## src/rtl/signal_frame_ctrl.sv

```systemverilog
`default_nettype none
// ============================================================================
// Module  : signal_frame_ctrl
// Brief   : Frames a sample stream into WINDOW_LEN windows for a ZCR engine and
//           returns index-tagged results. SIGNAL_FRAME_TIMEOUT_EN adds a WAIT watchdog.
// Rev     : 1.0 - initial release
// ============================================================================
module signal_frame_ctrl #(
    parameter int WINDOW_LEN     = 512,
    parameter int TIMEOUT_CYCLES = 1024
) (
    input  logic        clk,
    input  logic        rst,
    input  logic        start,
    input  logic [7:0]  frame_count,
    output logic        busy,
    output logic        done,
    output logic        err,
    input  logic [15:0] src_data,
    input  logic        src_valid,
    output logic        src_rdy,
    output logic        eng_init,
    output logic [15:0] eng_data,
    output logic        eng_valid,
    input  logic        eng_rdy,
    input  logic [7:0]  eng_zcr,
    input  logic        eng_zcr_valid,
    output logic        eng_zcr_rdy,
    output logic [7:0]  res_data,
    output logic [7:0]  res_index,
    output logic        res_valid,
    input  logic        res_rdy
);

    localparam logic [2:0] S_IDLE   = 3'd0;
    localparam logic [2:0] S_INIT   = 3'd1;
    localparam logic [2:0] S_STREAM = 3'd2;
    localparam logic [2:0] S_WAIT   = 3'd3;
    localparam logic [2:0] S_OUT    = 3'd4;
    localparam logic [2:0] S_DONE   = 3'd5;

    localparam logic [9:0] c_LAST_SAMPLE = 10'(WINDOW_LEN - 1);

    logic [2:0] r_state;
    logic [2:0] w_state_nxt;
    logic [7:0] r_count;
    logic [7:0] r_index;
    logic [7:0] r_res_data;
    logic [9:0] r_sample_cnt;

    logic w_accept;
    logic w_xfer;
    logic w_capture;
    logic w_advance;
    logic w_last_frame;
    logic w_timeout;

    assign w_last_frame = (r_index == (r_count - 8'd1));
    assign res_data     = r_res_data;
    assign res_index    = r_index;

`ifdef SIGNAL_FRAME_TIMEOUT_EN
    localparam int c_WD_W = $clog2(TIMEOUT_CYCLES + 1);
    localparam logic [c_WD_W-1:0] c_WD_LAST = c_WD_W'(TIMEOUT_CYCLES - 1);

    logic [c_WD_W-1:0] r_wd_cnt;
    logic              r_err;

    // Counter restarts on every entry to WAIT; it only runs while no result is offered.
    always_ff @(posedge clk) begin
        if (rst || (r_state != S_WAIT)) begin
            r_wd_cnt <= '0;
        end else if (!eng_zcr_valid) begin
            r_wd_cnt <= r_wd_cnt + 1'b1;
        end
    end

    assign w_timeout = (r_state == S_WAIT) && !eng_zcr_valid && (r_wd_cnt == c_WD_LAST);

    always_ff @(posedge clk) begin
        if (rst) begin
            r_err <= 1'b0;
        end else if (w_accept) begin
            r_err <= 1'b0;
        end else if (w_timeout) begin
            r_err <= 1'b1;
        end
    end

    assign err = r_err;
`else
    assign w_timeout = 1'b0;
    assign err       = 1'b0;
`endif

    always_ff @(posedge clk) begin
        if (rst) begin
            r_state      <= S_IDLE;
            r_count      <= '0;
            r_index      <= '0;
            r_sample_cnt <= '0;
            r_res_data   <= '0;
        end else begin
            r_state <= w_state_nxt;
            if (w_accept) begin
                r_count <= frame_count;
                r_index <= '0;
            end else if (w_advance) begin
                r_index <= r_index + 8'd1;
            end
            if (r_state == S_INIT) begin
                r_sample_cnt <= '0;
            end else if (w_xfer) begin
                r_sample_cnt <= r_sample_cnt + 10'd1;
            end
            if (w_capture) begin
                r_res_data <= eng_zcr;
            end
        end
    end

    always_comb begin
        w_state_nxt = r_state;
        busy        = (r_state != S_IDLE);
        done        = 1'b0;
        eng_init    = 1'b0;
        src_rdy     = 1'b0;
        eng_valid   = 1'b0;
        eng_data    = '0;
        eng_zcr_rdy = 1'b0;
        res_valid   = 1'b0;
        w_accept    = 1'b0;
        w_xfer      = 1'b0;
        w_capture   = 1'b0;
        w_advance   = 1'b0;

        case (r_state)
            S_IDLE: begin
                if (start) begin
                    w_accept    = 1'b1;
                    w_state_nxt = (frame_count == 8'd0) ? S_DONE : S_INIT;
                end
            end
            S_INIT: begin
                eng_init    = 1'b1;
                w_state_nxt = S_STREAM;
            end
            S_STREAM: begin
                // Zero-latency pass-through: the engine's ready directly back-pressures the source.
                eng_data  = src_data;
                eng_valid = src_valid;
                src_rdy   = eng_rdy;
                w_xfer    = src_valid && eng_rdy;
                if (w_xfer && (r_sample_cnt == c_LAST_SAMPLE)) begin
                    w_state_nxt = S_WAIT;
                end
            end
            S_WAIT: begin
                eng_zcr_rdy = 1'b1;
                if (eng_zcr_valid) begin
                    w_capture   = 1'b1;
                    w_state_nxt = S_OUT;
                end else if (w_timeout) begin
                    w_state_nxt = S_DONE;
                end
            end
            S_OUT: begin
                res_valid = 1'b1;
                if (res_rdy) begin
                    w_advance   = !w_last_frame;
                    w_state_nxt = w_last_frame ? S_DONE : S_INIT;
                end
            end
            S_DONE: begin
                done        = 1'b1;
                w_state_nxt = S_IDLE;
            end
            default: begin
                w_state_nxt = S_IDLE;
            end
        endcase
    end

endmodule
`default_nettype wire
```

## config.mk

```make
export PLATFORM = sky130hd
export DESIGN_NAME = signal_frame_ctrl
export DESIGN_NICKNAME = d
export VERILOG_FILES = /design/src/rtl/signal_frame_ctrl.sv
export SDC_FILE = /design/constraint.sdc
export NUM_CORES = 1
export LEC_CHECK = 0
export ABC_AREA = 1
export BUFFER_PORTS_ARGS = -buffer_cell sky130_fd_sc_hd__buf_2
export CORE_MARGIN = 2
export CORE_UTILIZATION = 30
export CTS_BUF_LIST = sky130_fd_sc_hd__clkbuf_8 sky130_fd_sc_hd__clkbuf_16
export CTS_CLUSTER_DIAMETER = 60
export DETAILED_ROUTE_END_ITERATION = 6
export PLACE_DENSITY = 0.58
export SLEW_MARGIN = 20
export SYNTH_ARGS = -nofsm -noshare
export SYNTH_HDL_FRONTEND = slang
export SYNTH_SLANG_ARGS = --single-unit
```

## constraint.sdc

```tcl
create_clock -name clk -period 1.6 [get_ports clk]
set_input_delay 0.24 -clock clk [delete_from_list [all_inputs] [get_ports clk]]
set_output_delay 0.24 -clock clk [all_outputs]
set_load 0.03 [all_outputs]
```

Word-level counts from Yosys, hierarchy flattened
Cells that the tools add are included.
- shift operators: 0
- equal/unequal tests: 11
- bitwise operators: 0
- div/mod/pow operators: 0
- add/sub/neg operators: 3
- magnitude comparators: 0
- multipliers: 0
- reduce and logical (&&, ||, !) cells: 9
- muxes and demuxes: 21
- operators by type and width (operator ; count):
    $mux W3 ; 6
    $mux W16 ; 1
    $pmux W3 S5 ; 1
    $mux W1 ; 13
    $add A10 B1 Y10 const B ; 1
    $eq A10 B9 Y1 const B ; 1
    $add A8 B1 Y8 const B ; 1
    $eq A8 B8 Y1 ; 1
    $logic_not A8 Y1 ; 1
    $ne A2 B2 Y1 const B ; 4
    $sub A8 B1 Y8 const B ; 1
    $eq A3 B2 Y1 const B ; 2
    $eq A3 B3 Y1 const B ; 2
    $reduce_and A4 Y1 ; 1
    $reduce_or A2 Y1 ; 2
    $eq A3 B1 Y1 const B ; 1
    $logic_not A3 Y1 ; 1
    $reduce_bool A3 Y1 ; 1
    $logic_and A1 B1 Y1 ; 2
    $logic_not A1 Y1 ; 1
- output and inout port bits: 40
- memory bits (writable): 0
- flip-flop bits (word level): 37
- latch bits: 0
- word-level logic and storage cells: 49
- input bits: 39
- ROM bits: 0
- memories: 0

Depth between registers and ports, before layout
- word-level depth: 5
- gate-level depth with buffers: 14
- gate-level depth less buffers: 14

Least setup slack after synthesis
OpenSTA, ideal clock, no wires.
- kind: flip-flop to flip-flop
- start point: reg r_state[0]
- end point: reg r_sample_cnt[4]
- required time: 1.485 ns
- buffers on the path: 0
- slack: -0.290 ns
- stages on the path, launching flop included: 9
- period minus slack after synthesis: 1.890 ns
- setup time: 0.115 ns
- arrival time: 1.775 ns
- cells stage by stage: dfxtp_1 > inv_1 > nor3_1 > inv_1 > nand2_2 > inv_1 > nand2_1 > o21ai_0 > o21a_1
- cells in the longest elaborated chain, start to end: 2
- elaborated cells between the ends (all ways): 4
- those cells by class: eq/ne: 2; mux: 1; reduce/logical: 1
- RTL lines (element ; RTL line ; text):
    start: declaration ; 44 ; logic [2:0] r_state;
    start signal: assignment ; 104 ; r_state <= w_state_nxt;
    $eq A3 B2 Y1 or $eq A3 B1 Y1 (tied branches) ; 137, 111 ;
    $mux W1 or $reduce_or A2 Y1 (tied branches) ; n/a ;
    end signal: assignment ; 114 ; r_sample_cnt <= r_sample_cnt + 10'd1;
    end: declaration ; 49 ; logic [9:0] r_sample_cnt;
Several ways; a longest one is shown, not always the timed one.
A chain may end at the register's enable or synchronous reset.

Worst setup path after layout
- start point: reg r_count[1]
- end point: reg r_index[5], in the netlist res_index[5]
- cells in the longest elaborated chain, start to end: 5
- RTL lines (element ; RTL line ; text):
    start: declaration ; 46 ; logic [7:0] r_count;
    start signal: assignment ; 106 ; r_count <= frame_count;
    $sub A8 B1 Y8 ; 58 ; assign w_last_frame = (r_index == (r_count - 8'd1));
    $eq A8 B8 Y1 ; 58 ;
    $logic_not A1 Y1 ; 170 ; w_advance = !w_last_frame;
    $mux W1 ; 169 ; if (res_rdy) begin
    $mux W1 ; 137 ; case (r_state)
    end signal: assignment ; 109 ; r_index <= r_index + 8'd1;
    end: declaration ; 47 ; logic [7:0] r_index;
No other way between the ends.

==> summary.md <==
| Metric | Value |
|---|---|
| Failing checks | `setup timing` |
| Syn-to-layout area delta | `53.3%` |
| Most common cell in the netlist | `nand2_1` |
| Worst hold path class | `primary input to register` |
| Crit path DAT | `1900 ps` |
| Placed wire-length estimate | `4420 um` |
| Netlist cell types | `29` |
| Seq cells post-synth | `37` |
| Layout fillers | `slightly below 700` |
| EDFF count, synth | `0` |
| Mapped Area | `2140 sq um` |
| Warnings, synthesis | `0` |
| Peak supply drop | `around 0.00049 V` |
| # rows | `30` |
| Final min period | `~1700 ps` |
| Hold-fix buffers at CTS | `0` |
| # nets final | `482` |
| Ys async rst share | `0%` |
| Pwr Total | `3400 uW` |
| Period Utilization, post-route | `105%` |
| Static Leak | `0.00156 uW` |
| Final GP Congestion | `slightly below 0.9` |
| Initial DRC count | `69` |
| Per-cell routed wire length | `11.2 um` |
| Ordered list of cells on the worst path | `buf_4, nor2_4, nand2_2, inv_2, nand2_1, nand2_1, nand2_1, nand2_1, nand2_2, nor2_4, nand2_4, nand2_8, nand2_1, a21oi_2` |
| Total gr overflow | `0` |
| CP peak stage delay | `330 ps` |
| DR vias/cell | `4.54` |
| # port buffers | `77` |
| Setup crit end | `res_index[5]` |
| Slew Limit Fails | `0` |
| Most frequent CP cell | `nand2_1` |
| Avg Inst Size Synth | `6.51 sq um` |
| Sequential Area | `around 760 sq um` |
| Area occupied by multi-input gates | `1340 sq um` |
| Post-Syn Instances | `329` |
| Bufs on Longest Clock Path | `2` |
| Biggest area consumer among synthesized cells | `dfxtp_1` |
| Initial Utilization | `31.2%` |
| Synthesized Nets | `between 300 and 400` |
| Crit-path slowest cell | `dfxtp_2` |
| Skew final | `roughly 2.3 ps` |
| Dpl cells | `between 500 and 600` |
| Core area | `6870 sq um` |
| Worst-skew pair later-pin latency | `280 ps` |
| Vias in the first global route | `2,184` |
| Outcome | `complete, but fails checks` |
| Final worst setup slack | `-84.9 ps` |
| Most frequent cells after synthesis | `65 x nand2_1, 46 x inv_1, 37 x dfxtp_1` |
| Clock slew at reported path FFs | `70 ps` |
| DRC viols | `0` |
| Layout cells sized above 1 | `43.5%` |
| Largest net degree at the start of global routing | `15` |
| CP startpoint kind | `register` |
| Max cap viols | `0` |
| Number of CTS-inserted buffers | `5` |
| Busiest grt layer | `met2` |
| Die height | `88.5 um` |
| H-tree Lvls | `2` |
| CP Class | `register to register` |
| CP startpoint | `r_count[1]` |
| Crit path required time | `1820 ps` |
| Floorplan die width | `88.5 um` |
| Crit. End Element | `register` |
| Clk root buf | `clkbuf_8` |
| Worst R2R Start | `r_count[1]` |
| Drt pass-1 iters | `4` |
| Fmax achieved | `between 500 and 600 MHz` |
| Via count | `2,440` |
| Routed Antenna Nets | `0` |
| Worst-case reg-to-reg path depth | `14` |
| CTS tree | `built` |
| DRT Wirelength | `6030 um` |
| P per Cell Area | `1040 nW/um^2` |
| Met1 Track Usage GR | `between 10% and 20%` |
| Share of the synthesized area in the top cell type | `34.6%` |
| Antenna violations before repair | `0` |
| Pre-CTS WS | `-97.4 ps` |
| Worst R2R End | `res_index[5]` |
| Hold Vio Cnt, Final | `0` |
| Ant. Diodes | `0` |
| Clk sinks | `37` |
| Most used DFF post-synth | `dfxtp_1` |
| Area of the die | `7830 sq um` |
| M3 GR Usage | `2.89%` |
| Setup-failing EPs final | `18` |
| Met2 Track Usage GR | `27.6%` |
| Register-to-Register Setup Slack | `-80 ps` |
| Ports | `79` |
| RSZ-0062 raised after global routing | `yes` |
| Final instance count without filler cells | `approximately 540` |
| GRT Total Usage | `14.8%` |
| Post-synthesis sequential area ratio | `34.6%` |
| Wire length of the first global-routing pass | `between 9000 and 10,000 um` |
| Worst-path fanout max | `8` |
| Largest cells by area after synthesis | `dfxtp_1 35%, nand2_1 11%, a21oi_1 8.4%` |
==> routing by layer <==
| metal | wire, um | up-vias | part of all wire [%] |
|---|---|---|---|
| met5 | 0 | - | 0 |
| li1 | - | 1272 | - |
| met4 | 55 | 0 | 0.91 |
| met1 | 2520 | 1088 | 42 |
| met3 | 377 | 4 | 6.3 |
| met2 | 3070 | 76 | 51 |
==> worst max-delay path, delay by kind of cell (launching register included) <==
kind / cells / cell delay, ps
flops: 1 / 330
buf+inv: 2 / 190
simple gates: 11 / 980
compound gates: 1 / 120
==> area by class of cell <==
cell class / count / share of cell area (%)
multi-input cells: 230 / 40.7
well taps: 96 / 3.66
clock inverters: 2 / 1.03
inverters: 57 / 6.71
repair buffers: 107 / 21.8
clock buffers: 6 / 2.52
repair inverters: 2 / 0.457
flip-flops and latches: 37 / 23.1
==> cell families after synthesis <==
logic type,share of synthesized area (%)
AOI/OAI and AO/OA,13.1
xor gates and xnor gates,3.27
adders and majority gates,1.75
buffers and inverters,11.3
DFF,34.6
other,0.175
and+or+nand+nor,35.8
==> sequential cells by signal, indices dropped and copies added, names as in the netlist <==
signal / count
res_index: 8
res_data: 8
r_state: 3
r_sample_cnt: 10
r_count: 8
==> layout by cell type, fill, tap and decap left out, types with 2 or more instances in the layout <==
master	Yosys	layout
a21oi_1	36	31
a21oi_2	0	5
a31oi_1	2	2
buf_12	0	2
buf_2	2	56
buf_4	1	40
buf_6	0	7
clkbuf_4	0	2
clkbuf_8	0	6
clkinvlp_4	0	3
dfxtp_1	37	28
dfxtp_2	0	6
dfxtp_4	0	3
ha_4	0	2
inv_1	46	43
inv_2	11	13
nand2_1	65	56
nand2_2	5	14
nand2_4	2	2
nand3_1	32	30
nand3_2	1	3
nand4_1	2	2
nor2_1	36	25
nor2_2	3	9
nor2_4	2	7
nor3_1	7	3
nor3_2	0	3
nor3_4	3	4
nor4_1	2	2
o21ai_0	14	13
o21ai_1	2	2
xor2_1	7	7
==> how the worst min path moves through the flow <==
stage,slack (ps),from,endpoint,depth (start not counted)
after floorplan,310,rst,res_data[5],1
after global placement,450,res_data[5],res_data[5],2
after detailed placement,450,res_data[3],res_data[3],2
after CTS,220,eng_zcr[5],res_data[5],3
after global routing,230,eng_zcr[3],res_data[3],3
final,220,eng_zcr[5],res_data[5],3
==> power breakdown <==
| part | internal (uW) | total, uW | switching [uW] |
|---|---|---|---|
| Sequential | 993 | 1060 | 62.5 |
| Clock | 502 | 833 | 331 |
| Combinational | 583 | 1510 | 927 |
| Total | 2080 | 3400 | 1320 |
==> through the flow <==
stage | setup TNS (ps) | utilization, % | instance area, sq um | hold WS, ps
global placement | -342 | 40.2 | 2760 | 450
finish | -838 | 47.8 | 3280 | 222
floorplan | -176 | - | 2150 | 309
detailed placement | -637 | 40.2 | 2760 | 453
global route | -3170 | 47.8 | 3280 | 228
CTS | -1200 | 44.0 | 3020 | 218
==> timing repair <==
item                       in CTS  in global routing
pin swaps                       5                 17
setup endpoints to repair      31                 54
gates cloned                    3                  0
setup buffers                   4                  8
gates resized for setup        28                 64
No activity file was read; power rests on OpenSTA's default activity.
